--- src/rtl/sys_bus_pkg.sv ---
`default_nettype none
// ============================================================================
//  Module      : sys_bus_pkg
//  Description : Shared definitions for the system-bus arbiter and the cache
//                controllers that drive it (direction codes, FSM states,
//                default memory wait-state count).
//  Revision    : 1.0  initial release
// ============================================================================
package sys_bus_pkg;

    // Transfer direction as carried on ReqRW / MemRW
    localparam logic c_READ  = 1'b1;
    localparam logic c_WRITE = 1'b0;

    // Memory access cycles after the strobe; the caches size their timeouts from this
    localparam int c_DEFAULT_WAITSTATES = 2;

    // Arbiter sequencing states
    typedef enum logic [1:0] {
        ST_IDLE  = 2'd0,
        ST_ISSUE = 2'd1,
        ST_WAIT  = 2'd2,
        ST_DONE  = 2'd3
    } arbState_t;

endpackage
`default_nettype wire

--- src/rtl/sys_bus_arbiter_rr_pick.sv ---
`default_nettype none
// ============================================================================
//  Module      : rr_pick
//  Description : Combinational round-robin picker. Scans the pending vector
//                starting one past the previous owner and returns the first
//                pending requester as a one-hot vector.
//  Revision    : 1.0  initial release
// ============================================================================
module rr_pick
    import sys_bus_pkg::*;
#(
    parameter int NREQ = 2,
    parameter int LGW  = 1
) (
    input  logic [NREQ-1:0] Pending,
    input  logic [LGW-1:0]  LastGrant,
    output logic [NREQ-1:0] Winner,
    output logic            Any
);

    logic [LGW:0]   w_sum;
    logic [LGW-1:0] w_idx;

    // Walk offsets 1..NREQ from the last owner so the last owner is checked last
    always_comb begin
        Winner = '0;
        Any    = 1'b0;
        w_sum  = '0;
        w_idx  = '0;
        for (int k = 1; k <= NREQ; k++) begin
            // LastGrant <= NREQ-1 and k <= NREQ, so one subtraction wraps it
            w_sum = {1'b0, LastGrant} + (LGW+1)'(k);
            if (w_sum >= (LGW+1)'(NREQ)) begin
                w_sum = w_sum - (LGW+1)'(NREQ);
            end
            w_idx = w_sum[LGW-1:0];
            if (!Any && Pending[w_idx]) begin
                Winner[w_idx] = 1'b1;
                Any           = 1'b1;
            end
        end
    end

endmodule
`default_nettype wire

--- src/rtl/sys_bus_arbiter.sv ---
`default_nettype none
// ============================================================================
//  Module      : sys_bus_arbiter
//  Description : Shares the single system-memory port between NREQ cache
//                controllers. Latches one-cycle request strobes as pending
//                requests, grants round-robin, sequences the memory access
//                through a fixed wait-state count and returns a completion
//                pulse to the owner.
//  Revision    : 1.0  initial release
// ============================================================================
module sys_bus_arbiter
    import sys_bus_pkg::*;
#(
    parameter int NREQ       = 2,
    parameter int AW         = 32,
    parameter int WAITSTATES = c_DEFAULT_WAITSTATES
) (
    input  logic               Clk,
    input  logic               Reset,
    input  logic [NREQ-1:0]    ReqStrobe,
    input  logic [NREQ-1:0]    ReqRW,
    input  logic [NREQ*AW-1:0] ReqAddr,
    output logic [NREQ-1:0]    ReqDone,
    output logic [NREQ-1:0]    Grant,
    output logic               MemStrobe,
    output logic               MemRW,
    output logic [AW-1:0]      MemAddr,
    output logic               MemBusy
);

    localparam int LGW = (NREQ > 1) ? $clog2(NREQ) : 1;
    localparam int CW  = $clog2(WAITSTATES) + 1;
    localparam logic [LGW-1:0] c_LAST_RESET = LGW'(NREQ - 1);

    arbState_t                 r_state;
    logic [NREQ-1:0]           r_pending;
    logic [NREQ-1:0]           r_latRW;
    logic [NREQ-1:0][AW-1:0]   r_latAddr;
    logic [NREQ-1:0]           r_grant;
    logic [LGW-1:0]            r_grantIdx;
    logic [LGW-1:0]            r_lastGrant;
    logic [NREQ-1:0]           r_reqDone;
    logic                      r_memStrobe;
    logic                      r_memRW;
    logic [AW-1:0]             r_memAddr;
    logic [CW-1:0]             r_count;

    logic [NREQ-1:0]           w_winner;
    logic                      w_any;
    logic [LGW-1:0]            w_winnerIdx;
    logic [NREQ-1:0]           w_clear;

    // The owner's pending bit retires in the DONE cycle
    assign w_clear = (r_state == ST_DONE) ? r_grant : '0;

    // Per-requester pending flag and request capture; a new strobe in the
    // owner's own DONE cycle re-arms the request instead of being lost
    generate
        for (genvar i = 0; i < NREQ; i++) begin : g_req
            always_ff @(posedge Clk) begin
                if (Reset) begin
                    r_pending[i] <= 1'b0;
                    r_latRW[i]   <= c_WRITE;
                    r_latAddr[i] <= '0;
                end else if (ReqStrobe[i] && (!r_pending[i] || w_clear[i])) begin
                    r_pending[i] <= 1'b1;
                    r_latRW[i]   <= ReqRW[i];
                    r_latAddr[i] <= ReqAddr[i*AW +: AW];
                end else if (w_clear[i]) begin
                    r_pending[i] <= 1'b0;
                end
            end
        end
    endgenerate

    rr_pick #(
        .NREQ      (NREQ),
        .LGW       (LGW)
    ) u_rrPick (
        .Pending   (r_pending),
        .LastGrant (r_lastGrant),
        .Winner    (w_winner),
        .Any       (w_any)
    );

    // One-hot winner to index, used to select the latched request and to
    // remember the owner for the next round-robin search
    always_comb begin
        w_winnerIdx = '0;
        for (int i = 0; i < NREQ; i++) begin
            if (w_winner[i]) begin
                w_winnerIdx = LGW'(i);
            end
        end
    end

    // Access sequencer with registered memory-side and completion outputs
    always_ff @(posedge Clk) begin
        if (Reset) begin
            r_state     <= ST_IDLE;
            r_grant     <= '0;
            r_grantIdx  <= '0;
            r_lastGrant <= c_LAST_RESET;
            r_reqDone   <= '0;
            r_memStrobe <= 1'b0;
            r_memRW     <= c_WRITE;
            r_memAddr   <= '0;
            r_count     <= '0;
        end else begin
            r_memStrobe <= 1'b0;
            r_reqDone   <= '0;
            case (r_state)
                ST_IDLE: begin
                    if (w_any) begin
                        r_grant     <= w_winner;
                        r_grantIdx  <= w_winnerIdx;
                        r_memStrobe <= 1'b1;
                        r_memRW     <= r_latRW[w_winnerIdx];
                        r_memAddr   <= r_latAddr[w_winnerIdx];
                        r_state     <= ST_ISSUE;
                    end
                end
                ST_ISSUE: begin
                    r_count <= CW'(WAITSTATES - 1);
                    r_state <= ST_WAIT;
                end
                ST_WAIT: begin
                    if (r_count == '0) begin
                        r_reqDone <= r_grant;
                        r_state   <= ST_DONE;
                    end else begin
                        r_count <= r_count - 1'b1;
                    end
                end
                ST_DONE: begin
                    r_grant     <= '0;
                    r_lastGrant <= r_grantIdx;
                    r_state     <= ST_IDLE;
                end
                default: begin
                    r_state <= ST_IDLE;
                end
            endcase
        end
    end

    assign ReqDone   = r_reqDone;
    assign Grant     = r_grant;
    assign MemStrobe = r_memStrobe;
    assign MemRW     = r_memRW;
    assign MemAddr   = r_memAddr;
    assign MemBusy   = (r_state != ST_IDLE);

endmodule
`default_nettype wire

--- config.mk ---
export PLATFORM = sky130hd
export DESIGN_NAME = sys_bus_arbiter
export DESIGN_NICKNAME = d
export VERILOG_FILES = /design/src/rtl/sys_bus_pkg.sv /design/src/rtl/sys_bus_arbiter_rr_pick.sv /design/src/rtl/sys_bus_arbiter.sv
export SDC_FILE = /design/constraint.sdc
export NUM_CORES = 1
export LEC_CHECK = 0
export ABC_AREA = 1
export CORE_MARGIN = 8
export CORE_UTILIZATION = 45
export CTS_CLUSTER_SIZE = 16
export DETAILED_ROUTE_END_ITERATION = 8
export PLACE_DENSITY = 0.74
export SLEW_MARGIN = 20
export SYNTH_ARGS = -nofsm -noshare
export SYNTH_HDL_FRONTEND = slang
export SYNTH_SLANG_ARGS = --single-unit
--- constraint.sdc ---
create_clock -name Clk -period 1.8 [get_ports Clk]
set_input_delay 0.36 -clock Clk [delete_from_list [all_inputs] [get_ports Clk]]
set_output_delay 0.36 -clock Clk [all_outputs]
set_load 0.01 [all_outputs]
==> results of run 1 <==
-- what timing repair did --
action / in CTS / in global routing
gates resized for setup: 3 / 2
endpoints found under the hold margin: 0 / 0
setup endpoints to repair: 1 / 36
buffers inserted: 0 / 0
hold buffers: 0 / 0
-- final cells by class --
type	count	area, um^2
tap	133	166
clock inverter	5	63.8
clock buffer	11	151
sequential	112	2240
multi-input combinational	445	1970
timing repair buffer	127	1250
fill	876	3850
inverter	22	82.6
-- layer usage --
| metal | track usage, % | share of wire [%] | vias to the layer above |
|---|---|---|---|
| met2 | 32.0 | 49 | 105 |
| met5 | 0 | 0 | - |
| met1 | 22.2 | 45 | 1914 |
| met4 | 5.10 | 1.3 | 0 |
| li1 | - | - | 2177 |
| met3 | 3.46 | 4.8 | 17 |
-- per-stage QoR --
stage | hold WS (ns) | power [mW] | area [um^2]
2_1_floorplan | 0.424 | 4.96 | 4530
3_3_place_gp | 0.435 | 6.06 | 5700
3_5_place_dp | 0.447 | 6.16 | 5700
4_1_cts | 0.463 | 7.71 | 5910
5_1_grt | 0.490 | 8.23 | 5930
6_report | 0.465 | 7.71 | 5930
-- logic make-up (layout without fill, tap and decap cells) --
family                     after synthesis  after routing  synth area share (%)
AOI/OAI and AO/OA                      156            156                  17.3
and+or+nand+nor                        283            283                  24.2
adders and majority gates                6              6                  1.66
DFF                                    112            112                  49.5
buffers and inverters                   63            165                  7.32
-- power groups by stage --
stage               Sequential [mW]  Combinational (mW)  Clock (mW)
floorplan                      3.42                1.54           0
global placement               3.35                2.72           0
detailed placement             3.36                2.80           0
CTS                            3.31                2.80        1.59
global route                   3.37                3.16        1.71
finish                         3.31                2.82        1.58
-- flip-flops by register name, indices dropped and copies added, names as in the netlist --
| signal | cells |
|---|---|
| r_state | 2 |
| MemStrobe | 1 |
| r_latRW | 2 |
| r_count | 2 |
| r_lastGrant | 1 |
| r_latAddr | 64 |
| MemAddr | 32 |
| r_pending | 2 |
| ReqDone | 2 |
| Grant | 2 |
| MemRW | 1 |
| r_grantIdx | 1 |
-- critical path, cell delays in order (launching register included) --
cell and delay, ns:
dfxtp_2 0.35, inv_1 0.13, ha_2 0.21, inv_1 0.07, dlygate4sd2_1 0.28
-- Yosys cell counts --
master	count	share of area, %
nor2_1	161	13
dfxtp_1	112	50
nand2_1	110	9.1
o21ai_0	87	9.6
a21oi_1	48	5.3
o21ai_1	20	2.2
inv_1	18	1.5
clkbuf_1	16	1.3
buf_2	9	0.99
buf_6	8	2.0
buf_4	6	0.99
ha_1	6	1.7
nand3_1	5	0.55
inv_2	4	0.33
nand2_2	3	0.41
nand2_4	2	0.50
buf_1	1	0.083
clkbuf_2	1	0.11
nor2_2	1	0.14
o211ai_1	1	0.17
or2_2	1	0.14
-- path summary, 6_finish.rpt --
| check | to | slack [ns] | startpoint | cells past startpoint |
|---|---|---|---|---|
| worst min-delay path | r_latRW[1] | 0.46 | r_latRW[1] | 2 |
| worst min register to register | r_latRW[1] | 0.46 | r_latRW[1] | 2 |
| worst max-delay path | MemBusy | 0.05 | r_state[0] | 4 |
| worst max register to register | r_state[1] | 0.16 | r_state[0] | 7 |
==> flow_summary.toml, run 1 <==
[floorplan]
num_io_pins = 109
rows = 36
initial_core_util_pct = 46.3
core_area_um2 = 9770
die_y_um = 116
die_area_um2 = 13500
fp.dieW_um = 116

[clock_tree]
cts_tree = "done"
numCtsBuffers = 9
insertion_delay_ns = 0.36
root_buffer = "clkbuf_8"
clock-sinks = 112
htreeDepth = 3
path_clk_slew_ns = 0.11
clock_path_buffers = 2

[route]
post_drt_via_cell_ratio = 4.93
ant_nets = 0
route.detailed.wl_per_inst_um = 14.0
drc_errors = 0
drt-total-wl_um = 12000
drt_iter0_markers = 202
firstDrtPassIters = 5
vias = 4213

[global_routing]
grt.total_usage_pct = 18.3
antenna_found_initial = 0
overflow = 0
grt_max_degree = 55
first_global_vias = 4029
grt_pass1_wl_um = 19600

[logic_synthesis]
synth_cell_types = 21
synth_area_um2 = 4530
ys_seq_area_share_pct = 49.5
avgSynthCellArea_um2 = 7.30
ys_seq_elements = 112
yosysWarnings = 0
syn_nets = 696
synthCells = 620

[job]
drv_cap = 0

[layout]
num_antenna_cells = 0
mostFrequentLayoutCells = "nor2_1 (161), dfxtp_1 (110), nand2_1 (110)"
utilization_pct = 60.6
final_common_cell = "nor2_1"
area_delta_synth_final_pct = 30.9
nNetsFinal = 793
drive_gt1_share_pct = 6.79
fin_cells = 855

[run_status]
status = "complete, no violations"

[timing]
finalHoldViolCount = 0
fin_skew_ns = 0.00839
timing.fmax_mhz = 572
worst_slew_pin_slew_ns = 0.334
rsz0062_at_grt = "no"
fin_crit_sh_pct = 97.1
slew_violations = 0
relSlewSlack_pct = 77.7
setup_slack_ns = 0.0515
setup_viol = 0
finalSetupTns_ns = 0
fin_crit_ns = 1.75

[power_and_ir_drop]
comb_power_share_pct = 36.6
p_per_area_nw_per_um2 = 1300
switchingPower_mw = 2.69
leakagePower_nw = 2.48
sw_frac_of_total_pct = 35.0
clockPowerShare_pct = 20.5
seqPwrFrac_pct = 43.0
intPower_mw = 5.01
ir_worst_vdd_uv = 570

[place]
port_buffers = 108
placedCellCount = 839
place_ws_ns = 0.0529
globalplace.congestion = 0.797
hpwl_um = 8650

[worst_setup_path]
crit_type = "register to primary output"
critPathLaunchType = "register"
critPathMaxFanout = 4
arrival_ns = 1.39
required_ns = 1.44
end_kind = "primary output"

[worst_hold_path]
hold_path.class = "register to register"
Power figures use the tool's default switching activity.
==> run 2: changes to the inputs <==
--- a/config.mk
+++ b/config.mk
@@ -7,10 +7,11 @@
 export LEC_CHECK = 0
 export ABC_AREA = 1
 export CORE_MARGIN = 8
-export CORE_UTILIZATION = 45
+export CORE_UTILIZATION = 49
 export CTS_CLUSTER_SIZE = 16
 export DETAILED_ROUTE_END_ITERATION = 8
-export PLACE_DENSITY = 0.74
+export PLACE_DENSITY_LB_ADDON = 0.08
+export SKIP_CTS_REPAIR_TIMING = 1
 export SLEW_MARGIN = 20
 export SYNTH_ARGS = -nofsm -noshare
 export SYNTH_HDL_FRONTEND = slang
==> run 2 against run 1 <==
  * Cell count decreased by 2.9%
  * Global-route usage is 0.17 points lower
  * Clock skew increased by 0.0065 ns
  * Sequential share of layout area rose by 0.32 points
  * Sequential power down 2%
  * Routed wire length fell by 4.0%
  * Flip-flop and latch count unchanged
  * First-iteration DRC count increased by 15%
  * Clock power hardly changed
  * Cell area down 0.84%
  * Utilization is 3.9 points higher
  * Hold slack worse by 0.0086 ns
==> flow_summary.toml, run 2 (same netlist as run 1, synthesis figures left out) <==
[global_routing]
grt.total_usage_pct = 18.1
antenna_found_initial = 0
grt_pass1_wl_um = 18800
grt_max_degree = 66
first_global_vias = 3966
overflow = 0

[floorplan]
rows = 35
fp.dieW_um = 112
core_area_um2 = 9110
die_y_um = 112
initial_core_util_pct = 49.7
die_area_um2 = 12600
num_io_pins = 109

[route]
firstDrtPassIters = 5
post_drt_via_cell_ratio = 5.01
drt_iter0_markers = 232
drc_errors = 0
ant_nets = 0
drt-total-wl_um = 11500
vias = 4162
route.detailed.wl_per_inst_um = 13.9

[timing]
slew_violations = 0
holdWs_ns = 0.456
timing.fmax_mhz = 595
rsz0062_at_grt = "no"
worst_slew_pin_slew_ns = 0.499
finalSetupTns_ns = 0
setup_viol = 0
fin_skew_ns = 0.0149
fin_crit_ns = 1.68
finalHoldViolCount = 0
relSlewSlack_pct = 66.7
fin_crit_sh_pct = 93.4

[worst_setup_path]
slowest_stage = "clkdlybuf4s50_1"
required_ns = 1.44
cpLargestDelayFamily = "buffers and inverters"
critPathLaunchType = "register"
r2r_cells = 6
path_cells = "clkdlybuf4s50_1"
cpPeakStageDelay_ns = 0.57
crit_type = "register to primary output"
crit_start = "Grant[0]"
end_kind = "primary output"
critPathMaxFanout = 4
path_buf_inv = 1
r2r_slack_ns = 0.18
rr_endpoint = "MemAddr[31]"
timing.rr.start = "r_state[0]"
arrival_ns = 1.32

[layout]
area_delta_synth_final_pct = 29.8
fillerInstances = 854
largest_reg_flops = 64
drive_gt1_share_pct = 6.40
mostFrequentLayoutCells = "nor2_1 (161), dfxtp_1 (110), nand2_1 (110)"
largest-register = "r_latAddr"
seqCellArea_um2 = 2240
nNetsFinal = 790
num_antenna_cells = 0
multi_input_area_um2 = 1960
final_common_cell = "nor2_1"
utilization_pct = 64.5

[power_and_ir_drop]
p_per_area_nw_per_um2 = 1300
leakagePower_nw = 2.48
ir_worst_vdd_uv = 613

[worst_hold_path]
hold_path.class = "register to register"
min_from = "r_latRW[1]"
min_to = "r_latRW[1]"
worstHoldPathCells = 2

[place]
hpwl_um = 7870
globalplace.congestion = 0.779
port_buffers = 108

[run_status]
status = "complete, no violations"

[clock_tree]
clock-sinks = 112
clock_path_buffers = 2
path_clk_slew_ns = 0.10
insertion_delay_ns = 0.36
htreeDepth = 3
numCtsBuffers = 9
root_buffer = "clkbuf_8"
cts_tree = "done"

[job]
drv_cap = 0
==> run 2: changes by cell type in the layout (fill, tap and decap cells not counted), sizes merged <==
cell | previous run | this run
buf | 19 | 16
dlymetal6s2s | 0 | 1
clkinvlp | 1 | 0
inv | 23 | 25
clkbuf | 11 | 10
dlygate4sd2 | 1 | 0
==> run 2: metrics by stage <==
step	area (um^2)	setup WS (ns)	cells	total power, mW
2_1_floorplan	4530	0.447	620	4.96
3_3_place_gp	5660	0.176	814	6.10
3_5_place_dp	5660	0.185	814	6.16
4_1_cts	5870	-0.224	830	7.71
5_1_grt	5880	0.0474	830	8.17
6_report	5880	0.118	830	7.64
==> run 2: layer usage <==
metal  track usage, %  routed length (um)  share of wire, %
met1             22.0                5190                45
met5                0                   0                 0
met3             4.24                 644               5.6
met4             6.03                 130               1.1
met2             30.8                5550                48
==> run 2: power by group <==
| group | internal [mW] | leakage (nW) | total, mW | switching (mW) |
|---|---|---|---|---|
| Combinational | 1.30 | 1.45 | 2.82 | 1.52 |
| Clock | 0.703 | 0.108 | 1.57 | 0.862 |
| Sequential | 2.98 | 0.927 | 3.26 | 0.276 |
| Total | 4.98 | 2.48 | 7.64 | 2.65 |
==> run 2: how the worst max path moves through the flow <==
stage | end | slack (ns) | cells past startpoint
6_report | Grant[0] | 0.12 | 1
5_1_grt | MemAddr[21] | 0.05 | 6
4_1_cts | MemBusy | -0.22 | 4
3_5_place_dp | r_latAddr[16] | 0.18 | 5
3_3_place_gp | r_latAddr[16] | 0.18 | 5
2_1_floorplan | r_grantIdx | 0.45 | 6
==> run 2: layout make-up <==
| cell class | instances | area share [%] |
|---|---|---|
| flip-flops and latches | 112 | 38.2 |
| well taps | 111 | 2.36 |
| repair buffers | 124 | 21.1 |
| clock buffers | 10 | 2.34 |
| multi-input cells | 445 | 33.3 |
| clock inverters | 6 | 1.26 |
| inverters | 22 | 1.41 |
==> run 3: changes to the inputs <==
--- a/config.mk
+++ b/config.mk
@@ -6,10 +6,12 @@
 export NUM_CORES = 1
 export LEC_CHECK = 0
 export ABC_AREA = 1
+export CAP_MARGIN = 10
 export CORE_MARGIN = 8
 export CORE_UTILIZATION = 49
 export CTS_CLUSTER_SIZE = 16
 export DETAILED_ROUTE_END_ITERATION = 8
+export GPL_TIMING_DRIVEN = 0
 export PLACE_DENSITY_LB_ADDON = 0.08
 export SKIP_CTS_REPAIR_TIMING = 1
 export SLEW_MARGIN = 20
==> constraint.sdc (replaced) <==
create_clock -name Clk -period 1.8 [get_ports Clk]
set_input_delay 0.36 -clock Clk [delete_from_list [all_inputs] [get_ports Clk]]
set_output_delay 0.36 -clock Clk [all_outputs]
set_load 0.005 [all_outputs]
==> run 3 against run 2 <==
  * Critical path depth is 4 higher
  * Clock-buffer cell count stayed put
  * Global-route usage is 1.5 points higher
  * Flip-flop and latch count stayed put
  * Critical endpoint is now MemBusy
  * Highest routed layer unchanged
==> flow_summary.toml, run 3 (same netlist as run 1, synthesis figures left out) <==
[floorplan]
rows = 35
die_area_um2 = 12600
initial_core_util_pct = 49.7
fp.dieW_um = 112
die_y_um = 112
num_io_pins = 109
core_area_um2 = 9110

[timing]
timing.fmax_mhz = 580
finalSetupTns_ns = 0
fin_skew_ns = 0.00963
setup_viol = 0
fin_crit_sh_pct = 95.8
worst_slew_pin_slew_ns = 0.555
slew_violations = 0
relSlewSlack_pct = 63.0
rsz0062_at_grt = "no"
finalHoldViolCount = 0
fin_crit_ns = 1.73

[route]
post_drt_via_cell_ratio = 5.07
drc_errors = 0
drt-total-wl_um = 12400
route.detailed.wl_per_inst_um = 14.5
drt_iter0_markers = 236
firstDrtPassIters = 4
ant_nets = 0
vias = 4337

[clock_tree]
numCtsBuffers = 9
insertion_delay_ns = 0.35
root_buffer = "clkbuf_8"
path_clk_slew_ns = 0.10
clock-sinks = 112
cts_tree = "done"
clock_path_buffers = 2
htreeDepth = 3

[run_status]
status = "complete, no violations"

[worst_setup_path]
end_kind = "primary output"
timing.rr.start = "r_state[1]"
crit_type = "register to primary output"
critPathMaxFanout = 10
critPathLaunchType = "register"
rr_endpoint = "r_latAddr[40]"
crit_start = "r_state[1]"
r2r_slack_ns = 0.17
cp-endpoint = "MemBusy"
required_ns = 1.44
arrival_ns = 1.37
r2r_cells = 8

[global_routing]
first_global_vias = 4147
grt_max_degree = 17
antenna_found_initial = 0
grt_pass1_wl_um = 20300
grt.total_usage_pct = 19.6
overflow = 0

[place]
placedCellCount = 838
globalplace.congestion = 0.820
port_buffers = 107
placed_cell_area_um2 = 5740
hpwl_um = 9140

[worst_hold_path]
worstHoldPathCells = 2
hold_path.class = "input pin to register"
min_from = "Reset"

[layout]
mostFrequentLayoutCells = "nor2_1 (161), dfxtp_1 (110), nand2_1 (109)"
nNetsFinal = 817
largest-register = "r_latAddr"
area_delta_synth_final_pct = 33.0
num_antenna_cells = 0
final_area_um2 = 6020
fin_cells = 855
largest_reg_flops = 64
fillerInstances = 856
final_common_cell = "nor2_1"
drive_gt1_share_pct = 8.20

[job]
drv_cap = 0

[power_and_ir_drop]
ir_worst_vdd_uv = 560
p_per_area_nw_per_um2 = 1310
finalPower_mw = 7.88
leakagePower_nw = 2.56
## run 3: cell count changes in the layout (fill, tap and decap cells not counted), sizes merged
cell,previous run,this run
inv,25,22
clkbuf,10,28
clkdlybuf4s50,107,106
clkinv,2,1
bufinv,1,3
buf,16,26
## run 3: how the worst min path moves through the flow
| stage | to | slack [ns] |
|---|---|---|
| global placement | r_latAddr[61] | 0.43 |
| finish | r_state[1] | 0.20 |
| CTS | r_pending[0] | 0.19 |
| global route | r_state[1] | 0.17 |
| floorplan | r_latAddr[60] | 0.42 |
| detailed placement | r_latAddr[60] | 0.44 |
## run 3: power by group
group	internal, mW	switching (mW)	leakage, nW
clock	0.909	0.777	0.112
sequential	2.99	0.279	0.927
combinational	1.45	1.48	1.52
total	5.34	2.54	2.56
## run 3: cell type report
class	instances	area [um^2]	area share, %
Buffer	41	265	4.40
Multi-Input combinational cell	445	1970	32.7
Inverter	22	82.6	1.37
Tap cell	111	139	2.31
Clock inverter	4	95.1	1.58
Sequential cell	112	2250	37.3
Timing Repair Buffer	110	1100	18.2
Clock buffer	10	128	2.12
## run 3: worst max-delay path, stage by stage (launching register included)
cell            delay, ns
dfxtp_4              0.35
inv_1                0.13
ha_4                 0.18
buf_6                0.14
inv_1                0.06
dlymetal6s2s_1       0.15
## run 3: metal layers
layer / global-route usage (%) / vias to the layer above / routed length, um
met3: 5.37 / 12 / 906
met2: 33.5 / 125 / 5940
met4: 4.59 / 0 / 144
met5: 0 / - / 0
li1: - / 2225 / -
met1: 24.0 / 1975 / 5430
## run 3: metrics by stage
stage               utilization, %  hold slack (ns)  worst slack [ns]
global placement              63.0            0.432           -0.0284
detailed placement            63.0            0.440           -0.0850
floorplan                        -            0.424             0.447
finish                        66.1            0.195            0.0748
global route                  66.1            0.173           0.00256
CTS                           65.4            0.190            -0.488
